## src/rtl/bus_scheduler_pkg.sv

```systemverilog
// Shared owner encoding and frame timing constants for the bus/RAM time-slot scheduler.
package bus_pkg;

  typedef enum logic [1:0] {
    OWNER_NONE  = 2'd0,
    OWNER_CPU   = 2'd1,
    OWNER_SPI   = 2'd2,
    OWNER_VIDEO = 2'd3
  } owner_t;

  localparam int FRAME_CYCLES    = 16;
  localparam int CPU_PHASE_START = 8;
  localparam int CPU_WR_FIRST    = 12;
  localparam int CPU_WR_LAST     = 14;

  function automatic logic in_range(input logic [3:0] v, input int lo, input int hi);
    return (int'(v) >= lo) && (int'(v) <= hi);
  endfunction

endpackage

```

## src/rtl/bus_scheduler_if.sv

```systemverilog
// Requester/strobe bundle between bus_scheduler (slave) and the top-level decode (master).
interface bus_scheduler_if;
  logic       cpu_valid_i;
  logic       spi_valid_i;
  logic       spi_rw_ni;
  logic       spi_done_o;
  logic       video_req_i;
  logic       video_ack_o;
  logic       clk_cpu_o;
  logic       cpu_en_o;
  logic       spi_en_o;
  logic       video_en_o;
  logic       wr_window_o;
  logic [3:0] frame_cycle_o;

  modport slave (
    input  cpu_valid_i, spi_valid_i, spi_rw_ni, video_req_i,
    output spi_done_o, video_ack_o, clk_cpu_o, cpu_en_o, spi_en_o, video_en_o,
           wr_window_o, frame_cycle_o
  );

  modport master (
    output cpu_valid_i, spi_valid_i, spi_rw_ni, video_req_i,
    input  spi_done_o, video_ack_o, clk_cpu_o, cpu_en_o, spi_en_o, video_en_o,
           wr_window_o, frame_cycle_o
  );
endinterface

```

## src/rtl/bus_scheduler_slot_arbiter.sv

```systemverilog
// Two-requester (SPI/video) round-robin for DMA slots: registered owner, latched SPI
// direction, and the SPI re-arm latch that stops a held request being served twice.
module slot_arbiter
  import bus_pkg::*;
(
  input  logic   gclk,
  input  logic   grst_n,
  input  logic   i_eval,
  input  logic   i_avail,
  input  logic   i_spi_valid,
  input  logic   i_spi_rw_n,
  input  logic   i_video_req,
  input  logic   i_spi_done,
  output owner_t o_owner,
  output logic   o_rw_n
);

  owner_t r_owner;
  logic   r_ptr_video;
  logic   r_armed;
  logic   r_rw_n;
  logic   w_spi_elig;
  logic   w_video_elig;
  owner_t w_grant;

  assign w_spi_elig   = i_avail && i_spi_valid && r_armed;
  assign w_video_elig = i_avail && i_video_req;

  always_comb begin
    w_grant = OWNER_NONE;
    if (w_spi_elig && w_video_elig) w_grant = r_ptr_video ? OWNER_VIDEO : OWNER_SPI;
    else if (w_spi_elig)            w_grant = OWNER_SPI;
    else if (w_video_elig)          w_grant = OWNER_VIDEO;
  end

  always_ff @(posedge gclk or negedge grst_n) begin
    if (!grst_n) begin
      r_owner     <= OWNER_NONE;
      r_ptr_video <= 1'b0;
      r_armed     <= 1'b1;
      r_rw_n      <= 1'b1;
    end else begin
      if (i_eval) begin
        r_owner <= w_grant;
        if (w_grant == OWNER_SPI) r_rw_n <= i_spi_rw_n;
        if (w_spi_elig && w_video_elig) r_ptr_video <= ~r_ptr_video;
      end
      // A low sample means the bridge has retired the command, so it may re-arm
      // even on the completion cycle itself.
      if (!i_spi_valid)    r_armed <= 1'b1;
      else if (i_spi_done) r_armed <= 1'b0;
    end
  end

  assign o_owner = r_owner;
  assign o_rw_n  = r_rw_n;

endmodule

```

## src/rtl/bus_scheduler.sv

```systemverilog
// 16-cycle frame scheduler: CPU phi2/phase, DMA slot grants and write windows.
// Video participation is enabled by defining BUS_SCHEDULER_VIDEO_FETCH_EN.
module bus_scheduler
  import bus_pkg::*;
#(
  parameter int SLOT_CYCLES = 4,
  parameter int WR_START    = 1,
  parameter int WR_LEN      = 2
) (
  input  logic            clk_16_i,
  input  logic            reset_ni,
  bus_scheduler_if.slave  bus
);

  logic [3:0] r_cnt;
  logic       r_cpu_phase;
  logic [3:0] w_off;
  logic       w_first;
  logic       w_last;
  logic       w_in_wr;
  logic       w_clk_cpu;
  logic       w_cpu_en;
  logic       w_avail;
  logic       w_video_req;
  owner_t     w_owner;
  logic       w_rw_n;
  logic       w_spi_en;
  logic       w_spi_done;

  assign w_off     = r_cnt & 4'(SLOT_CYCLES - 1);
  assign w_first   = (w_off == 4'd0);
  assign w_last    = (w_off == 4'(SLOT_CYCLES - 1));
  assign w_in_wr   = in_range(w_off, WR_START, WR_START + WR_LEN - 1);
  assign w_clk_cpu = (r_cnt >= 4'(CPU_PHASE_START));
  assign w_cpu_en  = r_cpu_phase && w_clk_cpu;
  // Slots A/B are always DMA; C/D only when the CPU phase was declined at cycle 7.
  assign w_avail   = !w_cpu_en;

  always_ff @(posedge clk_16_i or negedge reset_ni) begin
    if (!reset_ni) begin
      r_cnt       <= 4'd0;
      r_cpu_phase <= 1'b0;
    end else begin
      r_cnt <= r_cnt + 4'd1;
      if (r_cnt == 4'(CPU_PHASE_START - 1)) r_cpu_phase <= bus.cpu_valid_i;
    end
  end

`ifdef BUS_SCHEDULER_VIDEO_FETCH_EN
  assign w_video_req = bus.video_req_i;
`else
  assign w_video_req = 1'b0;
`endif

  slot_arbiter u_arb (
    .gclk        (clk_16_i),
    .grst_n      (reset_ni),
    .i_eval      (w_first),
    .i_avail     (w_avail),
    .i_spi_valid (bus.spi_valid_i),
    .i_spi_rw_n  (bus.spi_rw_ni),
    .i_video_req (w_video_req),
    .i_spi_done  (w_spi_done),
    .o_owner     (w_owner),
    .o_rw_n      (w_rw_n)
  );

  // The registered owner lingers into the next slot's first cycle; mask it when
  // that cycle opens the CPU phase so only one requester ever drives the bus.
  assign w_spi_en   = (w_owner == OWNER_SPI) && !w_cpu_en;
  assign w_spi_done = (w_owner == OWNER_SPI) && w_last;

  assign bus.clk_cpu_o     = w_clk_cpu;
  assign bus.cpu_en_o      = w_cpu_en;
  assign bus.spi_en_o      = w_spi_en;
  assign bus.spi_done_o    = w_spi_done;
  assign bus.frame_cycle_o = r_cnt;
  assign bus.wr_window_o   = (w_cpu_en && in_range(r_cnt, CPU_WR_FIRST, CPU_WR_LAST)) ||
                             (w_spi_en && !w_rw_n && w_in_wr);

`ifdef BUS_SCHEDULER_VIDEO_FETCH_EN
  assign bus.video_en_o  = (w_owner == OWNER_VIDEO) && !w_cpu_en;
  assign bus.video_ack_o = (w_owner == OWNER_VIDEO) && w_last;
`else
  assign bus.video_en_o  = 1'b0;
  assign bus.video_ack_o = 1'b0;
`endif

endmodule

```

## src/flat_wrapper.sv

```systemverilog
// flat-port wrapper written by rule: the top's interface ports become plain ports
module bus_scheduler_flat import bus_pkg::*;
#(
  parameter int SLOT_CYCLES = 4,
  parameter int WR_START    = 1,
  parameter int WR_LEN      = 2
)
  (clk_16_i, reset_ni, bus_cpu_valid_i, bus_spi_valid_i, bus_spi_rw_ni, bus_video_req_i, bus_spi_done_o, bus_video_ack_o, bus_clk_cpu_o, bus_cpu_en_o, bus_spi_en_o, bus_video_en_o, bus_wr_window_o, bus_frame_cycle_o);
  bus_scheduler_if bus_i ();
  input  logic clk_16_i;
  input  logic reset_ni;
  input wire logic [$bits(bus_i.cpu_valid_i)-1:0] bus_cpu_valid_i;
  input wire logic [$bits(bus_i.spi_valid_i)-1:0] bus_spi_valid_i;
  input wire logic [$bits(bus_i.spi_rw_ni)-1:0] bus_spi_rw_ni;
  input wire logic [$bits(bus_i.video_req_i)-1:0] bus_video_req_i;
  output wire logic [$bits(bus_i.spi_done_o)-1:0] bus_spi_done_o;
  output wire logic [$bits(bus_i.video_ack_o)-1:0] bus_video_ack_o;
  output wire logic [$bits(bus_i.clk_cpu_o)-1:0] bus_clk_cpu_o;
  output wire logic [$bits(bus_i.cpu_en_o)-1:0] bus_cpu_en_o;
  output wire logic [$bits(bus_i.spi_en_o)-1:0] bus_spi_en_o;
  output wire logic [$bits(bus_i.video_en_o)-1:0] bus_video_en_o;
  output wire logic [$bits(bus_i.wr_window_o)-1:0] bus_wr_window_o;
  output wire logic [$bits(bus_i.frame_cycle_o)-1:0] bus_frame_cycle_o;
  assign bus_i.cpu_valid_i = bus_cpu_valid_i;
  assign bus_i.spi_valid_i = bus_spi_valid_i;
  assign bus_i.spi_rw_ni = bus_spi_rw_ni;
  assign bus_i.video_req_i = bus_video_req_i;
  assign bus_spi_done_o = bus_i.spi_done_o;
  assign bus_video_ack_o = bus_i.video_ack_o;
  assign bus_clk_cpu_o = bus_i.clk_cpu_o;
  assign bus_cpu_en_o = bus_i.cpu_en_o;
  assign bus_spi_en_o = bus_i.spi_en_o;
  assign bus_video_en_o = bus_i.video_en_o;
  assign bus_wr_window_o = bus_i.wr_window_o;
  assign bus_frame_cycle_o = bus_i.frame_cycle_o;
  bus_scheduler #(.SLOT_CYCLES(SLOT_CYCLES), .WR_START(WR_START), .WR_LEN(WR_LEN)) u_core (.clk_16_i(clk_16_i), .reset_ni(reset_ni), .bus(bus_i));
endmodule
```

## config.mk

```make
export PLATFORM = sky130hd
export DESIGN_NAME = bus_scheduler_flat
export DESIGN_NICKNAME = d
export VERILOG_FILES = /design/src/rtl/bus_scheduler_pkg.sv /design/src/rtl/bus_scheduler_if.sv /design/src/rtl/bus_scheduler_slot_arbiter.sv /design/src/rtl/bus_scheduler.sv /design/src/flat_wrapper.sv
export SDC_FILE = /design/constraint.sdc
export NUM_CORES = 1
export LEC_CHECK = 0
export CAP_MARGIN = 10
export CORE_AREA = 2 2 39 41
export CTS_CLUSTER_DIAMETER = 200
export DETAILED_ROUTE_END_ITERATION = 8
export DIE_AREA = 0 0 41 43
export GPL_ROUTABILITY_DRIVEN = 0
export MAX_ROUTING_LAYER = met4
export SLEW_MARGIN = 20
export SYNTH_ARGS = -nofsm -noshare
export SYNTH_HDL_FRONTEND = slang
export SYNTH_SLANG_ARGS = --single-unit
```

## constraint.sdc

```tcl
create_clock -name clk_16_i -period 1.21 [get_ports clk_16_i]
set_input_delay 0.3025 -clock clk_16_i [delete_from_list [all_inputs] [get_ports clk_16_i]]
set_output_delay 0.3025 -clock clk_16_i [all_outputs]
set_load 0.02 [all_outputs]
```

After elaboration in Yosys (flattened, before gate mapping)
Index checks and enable logic that the tools add are counted.

storage, ports and cells
  register bits = 9
  latch bits = 0
  memory bits (writable) = 0
  ROM bits = 0
  input bits = 6
  output and inout bits = 11
  word-level logic and storage cells = 34
  memories = 0

cells by class
  add/subtract/negate cells = 1
  multipliers = 0
  divide/modulo/power cells = 0
  magnitude comparators = 5
  equality and inequality tests = 5
  shift operators = 0
  muxes and demuxes = 3
  bitwise logic cells = 0
  reduce and logical (&&, ||, !) cells = 15

operators with widths
  cell                                                    number
  logical AND 1 bit                                       10
  >= comparator 4 bit (second input constant)             2
  == test 2 bit (second input constant)                   3
  adder 4 x 1 -> 4 bit (second input constant)            1
  == test 4 x 3 -> 1 bit (second input constant)          1
  <= comparator 4 bit (second input constant)             1
  logical NOT 4 bit                                       1
  >= comparator 2 x 1 -> 1 bit (second input constant)    1
  <= comparator 2 bit (second input constant)             1
  logical NOT 1 bit                                       2
  2-to-1 mux 1 bit                                        2
  2-to-1 mux 2 bit                                        1
  inequality test 2 x 1 -> 1 bit (second input constant)  1
  AND reduction 2 bit                                     1
  logical OR 1 bit                                        1

Depth between registers and ports, before layout
Gate-level depths: netlist of the first run.

  depth in word-level cells = 8
  depth in mapped cells = 4
  depth with buffers taken out = 4

By module
A second synthesis of the first run with hierarchy kept.

unflattened totals
  cell total of the unflattened synthesis = 45
  area, all modules = 530.5 um^2

modules (own cells, without submodules)
  module         instances  cells an instance  area each (um^2)  sequential area each (um^2)
  bus_scheduler  1          25                 301.5             125.1
  slot_arbiter   1          20                 229.0             127.6

Least setup slack after synthesis of the first run
Ideal clock, no wire load.

  path type = register -> output
  start = register u_core.r_cnt[0] (netlist: u_core.bus.frame_cycle_o[0])
  end = output bus_wr_window_o
  data arrival time = 1154 ps
  data required time = 907 ps
  path slack = -247 ps
  stages on the path, launching flop included = 5
  buffers on the path = 0
  cell sequence = dfrtp_1 > inv_1 > ha_1 > nand4b_1 > o21ai_1

between the ends
  cells in the longest elaborated chain, start to end = 7
  elaborated cells between the ends (all ways) = 14
  classes of those cells = order compare (5); reduce/logical (9)

ends and longest elaborated chain
  item                            RTL line             source
  start, declared                 bus_scheduler.sv:15  logic [3:0] r_cnt;
  start signal, assigned          bus_scheduler.sv:44  r_cnt <= r_cnt + 4'd1;
  >= comparator 4 bit             bus_scheduler.sv:34  assign w_clk_cpu = (r_cnt >= 4'(CPU_PHASE_START));
  logical AND 1 bit               bus_scheduler.sv:35  assign w_cpu_en = r_cpu_phase && w_clk_cpu;
  logical NOT 1 bit               bus_scheduler.sv:70  assign w_spi_en = (w_owner == OWNER_SPI) && !w_cpu_en;
  logical AND 1 bit               bus_scheduler.sv:70
  logical AND 1 bit (2 in a row)  bus_scheduler.sv:79  (w_spi_en && !w_rw_n && w_in_wr);
  logical OR 1 bit (*)            bus_scheduler.sv:78  assign bus.wr_window_o = (w_cpu_en && in_range(r_cnt, CPU_WR_FIRST, CPU_WR_LAST)) ||
  end, declared                   flat_wrapper.sv:22   output wire logic [$bits(bus_i.wr_window_o)-1:0] bus_wr_window_o;

Mark *: on every way between the ends. The rest lies on a longest branch, timed or not.

Final worst setup path of the first run
Same ends and word-level chain as after synthesis.

==> results of run 1 <==
[report_power, final]
part           internal, uW  total [uW]  switching [uW]
sequential              282         288            6.72
clock                   126         218            91.6
combinational          35.9        68.0            32.1
total                   444         574             130
[area by class of cell]
class,instances,share of cell area [%]
Sequential cell,8,29.8
Inverter,5,3.07
Tap cell,16,2.89
Multi-Input combinational cell,20,28.0
Timing Repair Buffer,24,32.4
Clock buffer,4,3.80
[what timing repair did]
action                     CTS  global route
gates resized for setup     60             2
hold buffers                 0             0
buffers inserted             4             1
pin swaps                    1             1
setup endpoints to repair   11            11
[kinds of logic after synthesis]
| logic type | after synthesis | share of synthesized area [%] |
|---|---|---|
| compound gates | 4 | 5.23 |
| xor+xnor | 2 | 4.58 |
| fa+ha+maj | 2 | 6.53 |
| buf+inv | 8 | 9.80 |
| flops | 8 | 52.9 |
| mux | 2 | 6.86 |
| other cells | 1 | 0.979 |
| simple gates | 8 | 13.1 |
[per-stage QoR]
stage / util (%) / hold WS [ps] / power [uW] / setup TNS [ps] / cell area [um2]
after detailed placement: 43.2 / 448 / 356 / -2800 / 598
final: 50.0 / 336 / 574 / -1150 / 692
after floorplan: - / 6.91 / 328 / -69.3 / 414
after global routing: 50.0 / 350 / 608 / -1620 / 692
after CTS: 49.7 / 335 / 583 / -1270 / 688
after global placement: 43.2 / 441 / 356 / -2730 / 598
[path summary, 6_finish.rpt]
| path | from | endpoint | slack (ps) | depth (start not counted) |
|---|---|---|---|---|
| max in group asynchronous | reset_ni | u_core.u_arb.r_armed | 560 | 1 |
| worst min-delay path | reset_ni | u_core.r_cpu_phase | 340 | 1 |
| min in group clk_16_i | u_core.u_arb.r_armed | u_core.u_arb.r_armed | 490 | 2 |
| worst max-delay path | u_core.bus.frame_cycle_o[0] | bus_wr_window_o | -320 | 5 |
| worst min register to register | u_core.u_arb.r_armed | u_core.u_arb.r_armed | 490 | 2 |
| worst max register to register | u_core.bus.frame_cycle_o[1] | u_core.r_cpu_phase | -140 | 6 |
[layout by cell type, fill, tap and decap left out, drive strengths merged]
cell type,Yosys,routed
inv,5,5
nand4,1,1
dfstp,2,2
conb,1,2
clkbuf,1,4
buf,2,20
dfrtp,6,6
nor2,2,2
xnor2,1,1
o21ai,4,4
ha,2,2
clkdlybuf4s50,0,4
mux2,2,2
nand2,2,2
and2,1,1
xor2,1,1
nand4b,1,1
nand3,1,1
[layer usage]
| layer | track usage, % | up-vias | wire, um |
|---|---|---|---|
| li1 | - | 162 | - |
| met1 | 13.7 | 154 | 367 |
| met2 | 19.7 | 13 | 460 |
| met3 | 3.66 | 6 | 39 |
| met4 | 8.67 | 0 | 27 |
| met5 | - | - | 0 |
[sequential cells by signal (all words and copies together) (netlist names)]
name,count
u_core.bus.frame_cycle_o,4
u_core.r_cpu_phase,1
u_core.u_arb.o_owner,1
u_core.u_arb.o_rw_n,1
u_core.u_arb.r_armed,1
==> impl_metrics.sql, run 1 <==
INSERT INTO impl_metrics (metric_group, metric, value, unit) VALUES
('synth', 'synth.lib_cells_used.distinct', '20', ''),
('synth', 'postSynthRegisterBits', '8', ''),
('timing', 'post-route-min-period', '1530', 'ps'),
('clock_tree', 'cts_num_sinks', '8', ''),
('timing', 'setup_violations', '9', ''),
('setup_path', 'worst_setup_path_end_kind', 'output port', ''),
('drt', 'post_detailed_route_count_of_antenna_violating_nets', '0', ''),
('synth', 'ranking_of_synthesized_cells_by_area', 'dfrtp_1, dfstp_2, ha_1', ''),
('timing', 'slew_viol_final', '0', ''),
('setup_path', 'slowest_stage', 'dfrtp_2', ''),
('drt', 'post_drt_wl_per_cell', '11.6', 'um'),
('setup_path', 'worst-path-max-fanout', '2', ''),
('global_route', 'first_global_vias', '369', ''),
('synth', 'syn-mean-instance-area', '10.9', 'um2'),
('setup_path', 'cpPeakStageDelay', '360', 'ps'),
('pwr', 'ir_drop', '415', 'uV'),
('run_status', 'violations', 'negative setup slack', ''),
('layout', 'antenna_cells_inserted', '0', ''),
('clock_tree', 'clk_latency', '250', 'ps'),
('placed_design', 'buffer_ports.inserted', '13', ''),
('synth', 'synth-async-reset-ratio', '100', '%'),
('setup_path', 'worstPathArrival', '1230', 'ps'),
('pwr', 'total_leakage_power', '0.000339', 'uW'),
('timing', 'timing.final.hold_violations', '0', ''),
('synth', 'post_synthesis_cell_type_with_the_largest_combined_area', 'dfrtp_1', ''),
('floorplan', 'die_area', '1760', 'um2'),
('clock_tree', 'cts-root-buf', 'clkbuf_4', ''),
('drt', 'vias', '335', ''),
('placed_design', 'dp_worst_setup_slack', '-526', 'ps'),
('synth', 'post_synth_edffs', '0', ''),
('placed_design', 'dp_hpwl', '629', 'um'),
('setup_path', 'worstPathRequired', '910', 'ps'),
('timing', 'fmax', '0.652', 'GHz'),
('timing', 'clock_skew', '2.58', 'ps'),
('global_route', 'maximum_number_of_pins_on_one_net_before_global_route_repair', '9', ''),
('setup_path', 'cpLargestDelayFamily', 'flip-flops', ''),
('min_path', 'hold_removal_path_class', 'primary input to async pin', ''),
('clock_tree', 'clock_transition_time_at_the_flip_flop_clock_pins_of_the_worst_setup_and_hold_paths', '60', 'ps'),
('setup_path', 'timing.critical_path.from_type', 'flop', ''),
('synth', 'synth.most_common_cell', 'dfrtp_1', ''),
('layout', 'area_delta_synth_final', '80.7', '%'),
('floorplan', 'floorplan.core_area', '1380', 'um2'),
('pwr', 'power_density', '830', 'nW/um2'),
('global_route', 'gr-usage-all-layers', '12.9', '%'),
('flow_run', 'maxCapViolCount', '0', ''),
('synth', 'post_synth_most_frequent_cells', 'dfrtp_1, inv_1', ''),
('synth', 'dominantRegCellSynth', 'dfrtp_1', ''),
('clock_tree', 'cts_inserted_buffers', '3', ''),
('run_status', 'outcome', 'finished, violations left', ''),
('layout', 'fraction_of_final_layout_cells_with_drive_strength_greater_than_1', '65.6', '%'),
('setup_path', 'critical_path_buf_inv_count', '2', ''),
('drt', 'dr.pass1.iters', '4', ''),
('drt', 'drtIter0Drc', '7', ''),
('layout', 'fill_cells', '135', ''),
('timing', 'setup_slack', '-324', 'ps'),
('global_route', 'antenna_found_initial', '0', ''),
('layout', 'instances_no_fill', '77', ''),
('floorplan', 'placement_rows', '14', ''),
('layout', 'multiInputGateArea', '194', 'um2'),
('clock_tree', 'cts_max_level', '1', ''),
('floorplan', 'dieHeight', '43', 'um'),
('layout', 'seq_area', '206', 'um2'),
('global_route', 'grt-ovfl-total', '0', ''),
('timing', 'grt_setup_unrepaired', 'yes', ''),
('synth', 'synth_seq_area_share', '52.9', '%'),
('global_route', 'grt_pass1_wl', '1.47', 'mm'),
('synth', 'synth.cell_area', '383', 'um2'),
('placed_design', 'dp_cells', '69', ''),
('drt', 'total_routed_length', '895', 'um'),
('clock_tree', 'tritoncts_clock_tree', 'yes', ''),
('drt', 'post-route-drc-count', '0', ''),
('synth', 'synthDominantCellAreaShare', '39.2', '%'),
('floorplan', 'ios', '17', ''),
('setup_path', 'path_cells', 'inv_2 > ha_4 > nand4b_1 > o21ai_2 > buf_6', ''),
('synth', 'synth_warnings', '0', ''),
('floorplan', 'dieWidth', '41', 'um'),
('clock_tree', 'clockBufferDepth', '2', ''),
('floorplan', 'initial_core_util', '27.7', '%'),
('timing', 'finalCritPeriodShare', '127', '%'),
('drt', 'avgViaCountPerCell', '4.35', ''),
('layout', 'design.final.nets', '70', ''),
('synth', 'syn-instance-count', '35', ''),
('setup_path', 'path_class', 'flop to output port', '');
Power figures use the tool's default switching activity.
==> inputs of run 2 (changes only) <==
--- a/config.mk
+++ b/config.mk
@@ -8,5 +8,4 @@
 export CAP_MARGIN = 10
 export CORE_AREA = 2 2 39 41
-export CTS_CLUSTER_DIAMETER = 200
 export DETAILED_ROUTE_END_ITERATION = 8
 export DIE_AREA = 0 0 41 43
==> constraint.sdc (replaced) <==
create_clock -name clk_16_i -period 1.21 [get_ports clk_16_i]
set_input_delay 0.3025 -clock clk_16_i [delete_from_list [all_inputs] [get_ports clk_16_i]]
set_output_delay 0.3025 -clock clk_16_i [all_outputs]
set_load 0.01 [all_outputs]
==> run 2 against run 1 <==
The run still ends with negative setup slack left. Highest routed layer unchanged. Flip-flop and latch count unchanged. Critical endpoint unchanged. Critical path type unchanged. Global-route usage decreased by 0.82 points. Utilization decreased by 0.99 points. Die area unchanged. Sequential share of layout area increased by 0.052 points. Clock skew decreased by 2.3 ps. Cell area decreased by 2.0%.
==> impl_metrics.sql, run 2 (same netlist as run 1, synthesis figures left out) <==
INSERT INTO impl_metrics (metric_group, metric, value, unit) VALUES
('timing', 'timing.final.hold_violations', '0', ''),
('timing', 'clock_skew', '0.250', 'ps'),
('timing', 'fmax', '0.655', 'GHz'),
('drt', 'post_drt_wl_per_cell', '10.3', 'um'),
('clock_tree', 'clockBufferDepth', '2', ''),
('setup_path', 'worst_setup_path_end_kind', 'output port', ''),
('global_route', 'first_global_vias', '308', ''),
('floorplan', 'ios', '17', ''),
('global_route', 'gr-usage-all-layers', '12.1', '%'),
('layout', 'largest_reg_flops', '4', ''),
('global_route', 'maximum_number_of_pins_on_one_net_before_global_route_repair', '9', ''),
('global_route', 'grt-ovfl-total', '0', ''),
('clock_tree', 'clk_latency', '260', 'ps'),
('timing', 'timing.setup.tns', '-1190', 'ps'),
('floorplan', 'placement_rows', '14', ''),
('pwr', 'ir_drop', '617', 'uV'),
('drt', 'post_detailed_route_count_of_antenna_violating_nets', '0', ''),
('clock_tree', 'cts_num_sinks', '8', ''),
('layout', 'final_cell_mix', 'buf_4, buf_6, dfrtp_1', ''),
('drt', 'avgViaCountPerCell', '4.29', ''),
('layout', 'fraction_of_final_layout_cells_with_drive_strength_greater_than_1', '62.9', '%'),
('placed_design', 'dp_hpwl', '573', 'um'),
('drt', 'drtIter0Drc', '2', ''),
('flow_run', 'maxCapViolCount', '0', ''),
('setup_path', 'timing.critical_path.from_type', 'flop', ''),
('global_route', 'grt_pass1_wl', '1.28', 'mm'),
('floorplan', 'dieWidth', '41', 'um'),
('clock_tree', 'cts_max_level', '1', ''),
('layout', 'antenna_cells_inserted', '0', ''),
('layout', 'design.final.nets', '72', ''),
('floorplan', 'initial_core_util', '27.7', '%'),
('timing', 'slew_viol_final', '0', ''),
('clock_tree', 'cts-root-buf', 'clkbuf_4', ''),
('drt', 'vias', '335', ''),
('global_route', 'antenna_found_initial', '0', ''),
('clock_tree', 'clock_transition_time_at_the_flip_flop_clock_pins_of_the_worst_setup_and_hold_paths', '50', 'ps'),
('clock_tree', 'tritoncts_clock_tree', 'yes', ''),
('timing', 'worst_hold_slack_after_final_layout', '321', 'ps'),
('timing', 'setup_slack', '-317', 'ps'),
('timing', 'setup_violations', '9', ''),
('clock_tree', 'cts_inserted_buffers', '3', ''),
('setup_path', 'worst-path-max-fanout', '2', ''),
('min_path', 'hold_removal_path_class', 'primary input to async pin', ''),
('layout', 'area_delta_synth_final', '77.1', '%'),
('drt', 'dr.pass1.iters', '2', ''),
('placed_design', 'dp_worst_setup_slack', '-460', 'ps'),
('setup_path', 'worstPathRequired', '910', 'ps'),
('setup_path', 'path_class', 'flop to output port', ''),
('layout', 'layout.cells.most_common', 'buf_4', ''),
('floorplan', 'floorplan.core_area', '1380', 'um2'),
('timing', 'grt_setup_unrepaired', 'yes', ''),
('run_status', 'violations', 'negative setup slack', ''),
('run_status', 'outcome', 'finished, violations left', ''),
('floorplan', 'dieHeight', '43', 'um'),
('placed_design', 'buffer_ports.inserted', '13', ''),
('layout', 'fill_cells', '139', ''),
('timing', 'post-route-min-period', '1530', 'ps'),
('drt', 'post-route-drc-count', '0', ''),
('timing', 'finalCritPeriodShare', '126', '%'),
('pwr', 'total_leakage_power', '0.000343', 'uW'),
('pwr', 'power_density', '804', 'nW/um2'),
('clock_tree', 'cts_hold_buf', '0', ''),
('setup_path', 'worstPathArrival', '1220', 'ps'),
('drt', 'total_routed_length', '804', 'um'),
('floorplan', 'die_area', '1760', 'um2');
[run 2: cell count changes in the layout (fill, tap and decap cells not counted), sizes merged]
| cell | previous run | this run |
|---|---|---|
| clkbuf | 4 | 3 |
| buf | 20 | 22 |
[run 2: path summary, 6_finish.rpt]
path                                                  start                          end  slack (ps)  cells past startpoint
worst min register to register         u_core.u_arb.r_armed         u_core.u_arb.r_armed         500                      2
min in group clk_16_i                  u_core.u_arb.r_armed         u_core.u_arb.r_armed         500                      2
worst max register to register  u_core.bus.frame_cycle_o[0]           u_core.r_cpu_phase        -140                      6
max in group asynchronous                          reset_ni          u_core.u_arb.o_rw_n         590                      1
worst min-delay path                               reset_ni  u_core.bus.frame_cycle_o[2]         320                      1
worst max-delay path            u_core.bus.frame_cycle_o[0]              bus_wr_window_o        -320                      5
[run 2: metrics by stage]
stage	cell area, um2	power, uW	utilization, %	std cells
detailed placement	587	346	42.4	69
finish	678	545	49.0	78
global route	678	580	49.0	78
global placement	587	346	42.4	69
CTS	627	554	45.3	75
floorplan	403	318	-	36
[run 2: per-layer routing]
metal  part of all wire (%)  vias to the layer above  GRT usage, %
met5                      0                        -             -
met4                    3.1                        0          8.00
met3                    8.2                        5          7.85
met2                     48                       10          14.1
met1                     40                      155          14.8
li1                       -                      165             -
[run 2: layout make-up]
cell class	instances	area, um2	area share, %
Clock buffer	3	22.5	3.32
Inverter	5	18.8	2.77
Multi-Input combinational cell	20	183	26.9
Sequential cell	8	203	29.9
Tap cell	16	20.0	2.95
Timing Repair Buffer	26	231	34.1
[run 2: timing repair]
| action | CTS | global route |
|---|---|---|
| pin swaps | 2 | 2 |
| endpoints found under the setup margin | 10 | 10 |
| buffers inserted | 3 | 4 |
| hold endpoints to repair | 0 | 0 |
| resized for setup | 45 | 7 |
[run 2: critical path, cell delays in order (launching register included)]
cell	delay [ps]
dfrtp_1	350
inv_2	60
ha_4	260
nand4b_1	100
o21ai_2	60
buf_2	140
[run 2: power breakdown]
| part | internal (uW) | total, uW | switching, uW |
|---|---|---|---|
| registers | 282 | 288 | 6.23 |
| logic | 29.1 | 50.3 | 21.2 |
| clock network | 114 | 207 | 93.1 |
